`src/rtl/pe_divider_if.sv`:
```
// rtl/pe_divider_if.sv - start/done handshake and operand/result bundle for pe_divider
interface pe_divider_if;
    logic       start;
    logic [7:0] dividend;
    logic [7:0] divisor;
    logic       busy;
    logic       done;
    logic [7:0] quotient;
    logic [7:0] remainder;
    logic       div_zero;

    modport master (
        output start, dividend, divisor,
        input  busy, done, quotient, remainder, div_zero
    );

    modport slave (
        input  start, dividend, divisor,
        output busy, done, quotient, remainder, div_zero
    );
endinterface

```
`src/rtl/pe_divider.sv`:
```
// rtl/pe_divider.sv - 8-bit sequential restoring divider, one quotient bit per clock
// Optional PE_DIVIDER_FAST_EXIT_EN: skip CALC when divisor==0 or dividend<divisor.
module pe_divider (
    input  logic          clk,
    input  logic          rst_n,
    pe_divider_if.slave   bus
);

    typedef enum logic [1:0] {
        IDLE = 2'd0,
        CALC = 2'd1,
        DONE = 2'd2
    } state_t;

    state_t     state_q;
    state_t     state_d;

    logic [7:0] q_sh;
    logic [7:0] d_reg;
    logic [8:0] r;
    logic [2:0] cnt;
    logic [7:0] quotient_q;
    logic [7:0] remainder_q;
    logic       div_zero_q;

    logic       accept;
    logic       fast;
    logic [8:0] r_shift;
    logic [8:0] trial;
    logic [8:0] r_next;
    logic [7:0] q_next;

    assign accept = bus.start && ((state_q == IDLE) || (state_q == DONE));

`ifdef PE_DIVIDER_FAST_EXIT_EN
    assign fast = (bus.divisor == 8'd0) || (bus.dividend < bus.divisor);
`else
    assign fast = 1'b0;
`endif

    // Restoring step: bring in the next dividend bit, keep the trial only if it did not borrow.
    assign r_shift = {r[7:0], q_sh[7]};
    assign trial   = r_shift - {1'b0, d_reg};
    assign r_next  = trial[8] ? r_shift : trial;
    assign q_next  = {q_sh[6:0], ~trial[8]};

    always_ff @(posedge clk or negedge rst_n) begin
        if (!rst_n) begin
            state_q <= IDLE;
        end else begin
            state_q <= state_d;
        end
    end

    always_comb begin
        state_d = state_q;
        case (state_q)
            IDLE: begin
                if (accept) begin
                    state_d = fast ? DONE : CALC;
                end
            end
            CALC: begin
                if (cnt == 3'd0) begin
                    state_d = DONE;
                end
            end
            DONE: begin
                if (accept) begin
                    state_d = fast ? DONE : CALC;
                end else begin
                    state_d = IDLE;
                end
            end
            default: state_d = IDLE;
        endcase
    end

    always_ff @(posedge clk or negedge rst_n) begin
        if (!rst_n) begin
            q_sh        <= 8'd0;
            d_reg       <= 8'd0;
            r           <= 9'd0;
            cnt         <= 3'd0;
            quotient_q  <= 8'd0;
            remainder_q <= 8'd0;
            div_zero_q  <= 1'b0;
        end else if (accept) begin
            q_sh  <= bus.dividend;
            d_reg <= bus.divisor;
            r     <= 9'd0;
            cnt   <= 3'd7;
`ifdef PE_DIVIDER_FAST_EXIT_EN
            if (fast) begin
                quotient_q  <= (bus.divisor == 8'd0) ? 8'hFF : 8'd0;
                remainder_q <= bus.dividend;
                div_zero_q  <= (bus.divisor == 8'd0);
            end
`endif
        end else if (state_q == CALC) begin
            q_sh <= q_next;
            r    <= r_next;
            cnt  <= cnt - 3'd1;
            // Results only move on the completing step so they stay valid through a new CALC.
            if (cnt == 3'd0) begin
                quotient_q  <= q_next;
                remainder_q <= r_next[7:0];
                div_zero_q  <= (d_reg == 8'd0);
            end
        end
    end

    assign bus.busy      = (state_q == CALC);
    assign bus.done      = (state_q == DONE);
    assign bus.quotient  = quotient_q;
    assign bus.remainder = remainder_q;
    assign bus.div_zero  = div_zero_q;

endmodule
```
`src/flat_wrapper.sv`:
```
// flat-port wrapper written by rule: the top's interface ports become plain ports
module pe_divider_flat 
  (clk, rst_n, bus_start, bus_dividend, bus_divisor, bus_busy, bus_done, bus_quotient, bus_remainder, bus_div_zero);
  pe_divider_if bus_i ();
  input  logic clk;
  input  logic rst_n;
  input wire logic [$bits(bus_i.start)-1:0] bus_start;
  input wire logic [$bits(bus_i.dividend)-1:0] bus_dividend;
  input wire logic [$bits(bus_i.divisor)-1:0] bus_divisor;
  output wire logic [$bits(bus_i.busy)-1:0] bus_busy;
  output wire logic [$bits(bus_i.done)-1:0] bus_done;
  output wire logic [$bits(bus_i.quotient)-1:0] bus_quotient;
  output wire logic [$bits(bus_i.remainder)-1:0] bus_remainder;
  output wire logic [$bits(bus_i.div_zero)-1:0] bus_div_zero;
  assign bus_i.start = bus_start;
  assign bus_i.dividend = bus_dividend;
  assign bus_i.divisor = bus_divisor;
  assign bus_busy = bus_i.busy;
  assign bus_done = bus_i.done;
  assign bus_quotient = bus_i.quotient;
  assign bus_remainder = bus_i.remainder;
  assign bus_div_zero = bus_i.div_zero;
  pe_divider u_core (.clk(clk), .rst_n(rst_n), .bus(bus_i));
endmodule
```
`config.mk`:
```
export PLATFORM = sky130hd
export DESIGN_NAME = pe_divider_flat
export DESIGN_NICKNAME = d
export VERILOG_FILES = /design/src/rtl/pe_divider_if.sv /design/src/rtl/pe_divider.sv /design/src/flat_wrapper.sv
export SDC_FILE = /design/constraint.sdc
export NUM_CORES = 1
export LEC_CHECK = 0
export BUFFER_PORTS_ARGS = -buffer_cell sky130_fd_sc_hd__buf_4
export CELL_PAD_IN_SITES_DETAIL_PLACEMENT = 2
export CELL_PAD_IN_SITES_GLOBAL_PLACEMENT = 2
export CORE_ASPECT_RATIO = 1.75
export CORE_UTILIZATION = 36
export CTS_BUF_LIST = sky130_fd_sc_hd__clkbuf_4 sky130_fd_sc_hd__clkbuf_8
export DETAILED_ROUTE_END_ITERATION = 10
export PLACE_DENSITY = 0.85
export SLEW_MARGIN = 30
export SYNTH_ARGS = -nofsm -noshare
export SYNTH_HDL_FRONTEND = slang
export SYNTH_SLANG_ARGS = --single-unit
```
`constraint.sdc`:
```
create_clock -name clk -period 3.3 [get_ports clk]
set_clock_uncertainty 0.05 [all_clocks]
set_input_delay 0.165 -clock clk [delete_from_list [all_inputs] [get_ports clk]]
set_output_delay 0.165 -clock clk [all_outputs]
set_load 0.03 [all_outputs]
```
==> impl_metrics.ini <==
[run_status]
status = completed

[setup_path]
setup.worst_path.start_class = register
setup.worst_path.end_class = register
critPathSlowestCell = a221o_2
crit_chain = inv_1, ha_1, inv_1, fa_1, a211oi_2, o211ai_1, a221o_2, a311o_1, o211ai_2
max_stage_delay_ns = 0.52
cpLargestDelayFamily = compound AO/OA/AOI/OAI gates
critPathKind = reg -> reg
cp.required_ns = 3.49
crit_top_cell = inv_1
worstPathArrival_ns = 2.93
path_buf_inv = 2
critPathMaxFanout = 12

[placement]
gp_congestion = 0.872
hpwl_um = 4670
io_buffers = 37
placed_area_um2 = 2640

[synth]
synthFlopType = dfrtp_1
syn-num-nets = 268
synth_edf_count = 0
synth_top_area_share_pct = 50.5
synthXorXnorAreaFrac_pct = 1.54
synth_compound_area_share_pct = 17.4
synth_area_leader_cell = dfrtp_1
syn_inst = 238
ys_seq_area_share_pct = 50.5
ys_types = 49
netlist_area_um2 = 2280
synth_top_family_by_area = compound AO/OA/AOI/OAI gates
netlist_top_cells_count = 60 x nand2_1, 46 x dfrtp_1, 16 x o21ai_1, 12 x inv_1, 11 x o21ai_0
synth_mux_area_share_pct = 3.13
synth.most_common_cell = nand2_1
ys_warn_count = 0
yosys-top-cells-area = dfrtp_1 50%, nand2_1 9.9%, ha_1 5.5%
async_reset_ff_share_pct = 100
synth.avg_cell_area_um2 = 9.58
yosys.area_share.adder_pct = 6.36
yosys.area_share.simple_pct = 16.9
ys_ff_latch = 46

[die]
die-area_um2 = 6670
io_pins = 38
fp-row-count = 38
die_h_um = 107
initial_core_util_pct = 37.2
die_width_um = 62.2
coreArea_um2 = 6130

[grt]
grt_pass1_wl_um = 10600
antenna_found_initial = 0
use_met1_pct = 22.0
gr-usage-all-layers_pct = 21.2
grt_overflow = 0
grt_util_met3_pct = 3.18
busiest_layer = met2
grt_pass1_vias = 2120
grt_max_degree = 47
grt.met2_usage_pct = 41.1

[timing]
max_freq_mhz = 365
grt_setup_unrepaired = no
setup_viol = 0
hold_viol = 0
slew_headroom_pct = 57.9
whs_ns = 0.0129
layout_min_cycle_time_ns = 2.74
tns_ns = 0
fin_crit_sh_pct = 83.0
slew_viol_final = 0
tightest_slew_ns = 0.630

[route]
wl_per_cell_um = 18.1
drc = 0
drt_wl_total_um = 6480
drtIter0Drc = 48
antenna_left = 0
via_count = 1928
dr.pass1.iters = 5
vias_per_cell = 5.39

[cts]
cts-root-buf = clkbuf_8
cts_buffer_depth = 2
clk_latency_ns = 0.31
cts_tree = yes
htree_levels = 2
cts_post_setup_buffers_inserted = 0
cts_inserted_buffers = 5
clkSlewWorstSetupHoldPaths_ns = 0.09
cts_resized = 0
cts.sinks = 46

[cells_and_area]
nNetsFinal = 307
syn2layout_area_growth_pct = 21.2
stdcell_area_um2 = 2760
antenna_cells = 0
layout-drive-gt1-share_pct = 21.2

[pwr]
swShare_pct = 46.8
leakage_nw = 1.35
p_seq_share_pct = 29.0
combPwrFrac_pct = 58.7
clockPowerShare_pct = 12.3
vdd_ir_drop_max_uv = 522
powerDensity_nw_per_um2 = 1310
p_switching_w = 0.00169
intPower_w = 0.00192

[flow_run]
cap_violations = 0

[worst_hold_path]
hold_path_class = in -> reg
## through the flow
stage / total power, W / utilization (%) / setup slack, ns / instances
finish: 0.00361 / 45.1 / 0.561 / 358
global route: 0.00387 / 45.1 / 0.383 / 358
CTS: 0.00365 / 45.1 / 0.550 / 358
detailed placement: 0.00317 / 43.0 / 0.591 / 349
global placement: 0.00308 / 43.0 / 0.748 / 349
floorplan: 0.00254 / - / 0.955 / 238
## cell usage in the layout, fill, tap and decap left out, types with 3 or more instances in the layout
cell type and n:
nand2b_1 3, o21ai_1 16, xor2_1 3, o21ai_0 11, buf_4 40, inv_1 12, nand2_1 60, ha_1 10
o211ai_1 4, mux2i_1 6, clkbuf_8 5, a21oi_1 6, nand3_1 3, dfrtp_1 46, nor2_1 3, a22oi_1 8
nor2b_1 3
## logic make-up after synthesis
kind of cell               count (synthesis)
muxes                                      7
adders and majority gates                 11
DFF                                       46
and+or+nand+nor                           86
AOI/OAI and AO/OA                         61
xor gates and xnor gates                   4
buffers and inverters                     23
## worst paths after layout
kind	from	endpoint	slack, ns	cells after the start
setup / recovery	u_core.q_sh[7]$_DFFE_PN0P_	u_core.r[7]$_DFFE_PN0P_	0.56	9
hold / removal	bus_divisor[0]	u_core.d_reg[0]$_DFFE_PN0N_	0.01	3
setup reg to reg	u_core.q_sh[7]$_DFFE_PN0P_	u_core.r[7]$_DFFE_PN0P_	0.56	9
hold reg to reg	u_core.cnt[0]$_DFFE_PN0P_	u_core.cnt[0]$_DFFE_PN0P_	0.43	1
max in group asynchronous	rst_n	u_core.cnt[2]$_DFFE_PN0P_	2.43	2
min in group asynchronous	rst_n	u_core.bus.div_zero$_DFFE_PN0P_	0.34	2
## area by class of cell
cell class | count | area [um2]
clock buffers | 7 | 83.8
clock inverters | 1 | 30.0
fillers | 666 | 3370
inverters | 14 | 53.8
multi-input cells | 169 | 1030
flip-flops and latches | 46 | 1150
well taps | 80 | 100
repair buffers | 41 | 310
## metal layers
| metal | part of all wire (%) | up-vias |
|---|---|---|
| li1 | - | 900 |
| met1 | 36 | 985 |
| met2 | 58 | 30 |
| met3 | 2.0 | 13 |
| met4 | 3.1 | 0 |
| met5 | 0 | - |
## power by group through the flow
stage               logic (W)  clock network, W  registers [W]
floorplan             0.00137                 0        0.00117
global placement      0.00203                 0        0.00105
detailed placement    0.00211                 0        0.00106
CTS                   0.00215          0.000454        0.00105
global route          0.00233          0.000466        0.00108
finish                0.00212          0.000444        0.00105
## what timing repair did
| item | CTS | global route |
|---|---|---|
| setup endpoints to repair | 0 | 0 |
| endpoints found under the hold margin | 46 | 0 |
| hold buffers | 1 | 0 |
## tightest hold or removal path, delay by kind of cell
| kind | cells | cell delay (ns) |
|---|---|---|
| buffers and inverters | 1 | 0.09 |
| AND/OR/NAND/NOR | 2 | 0.09 |
No activity file was read; power rests on OpenSTA's default activity.
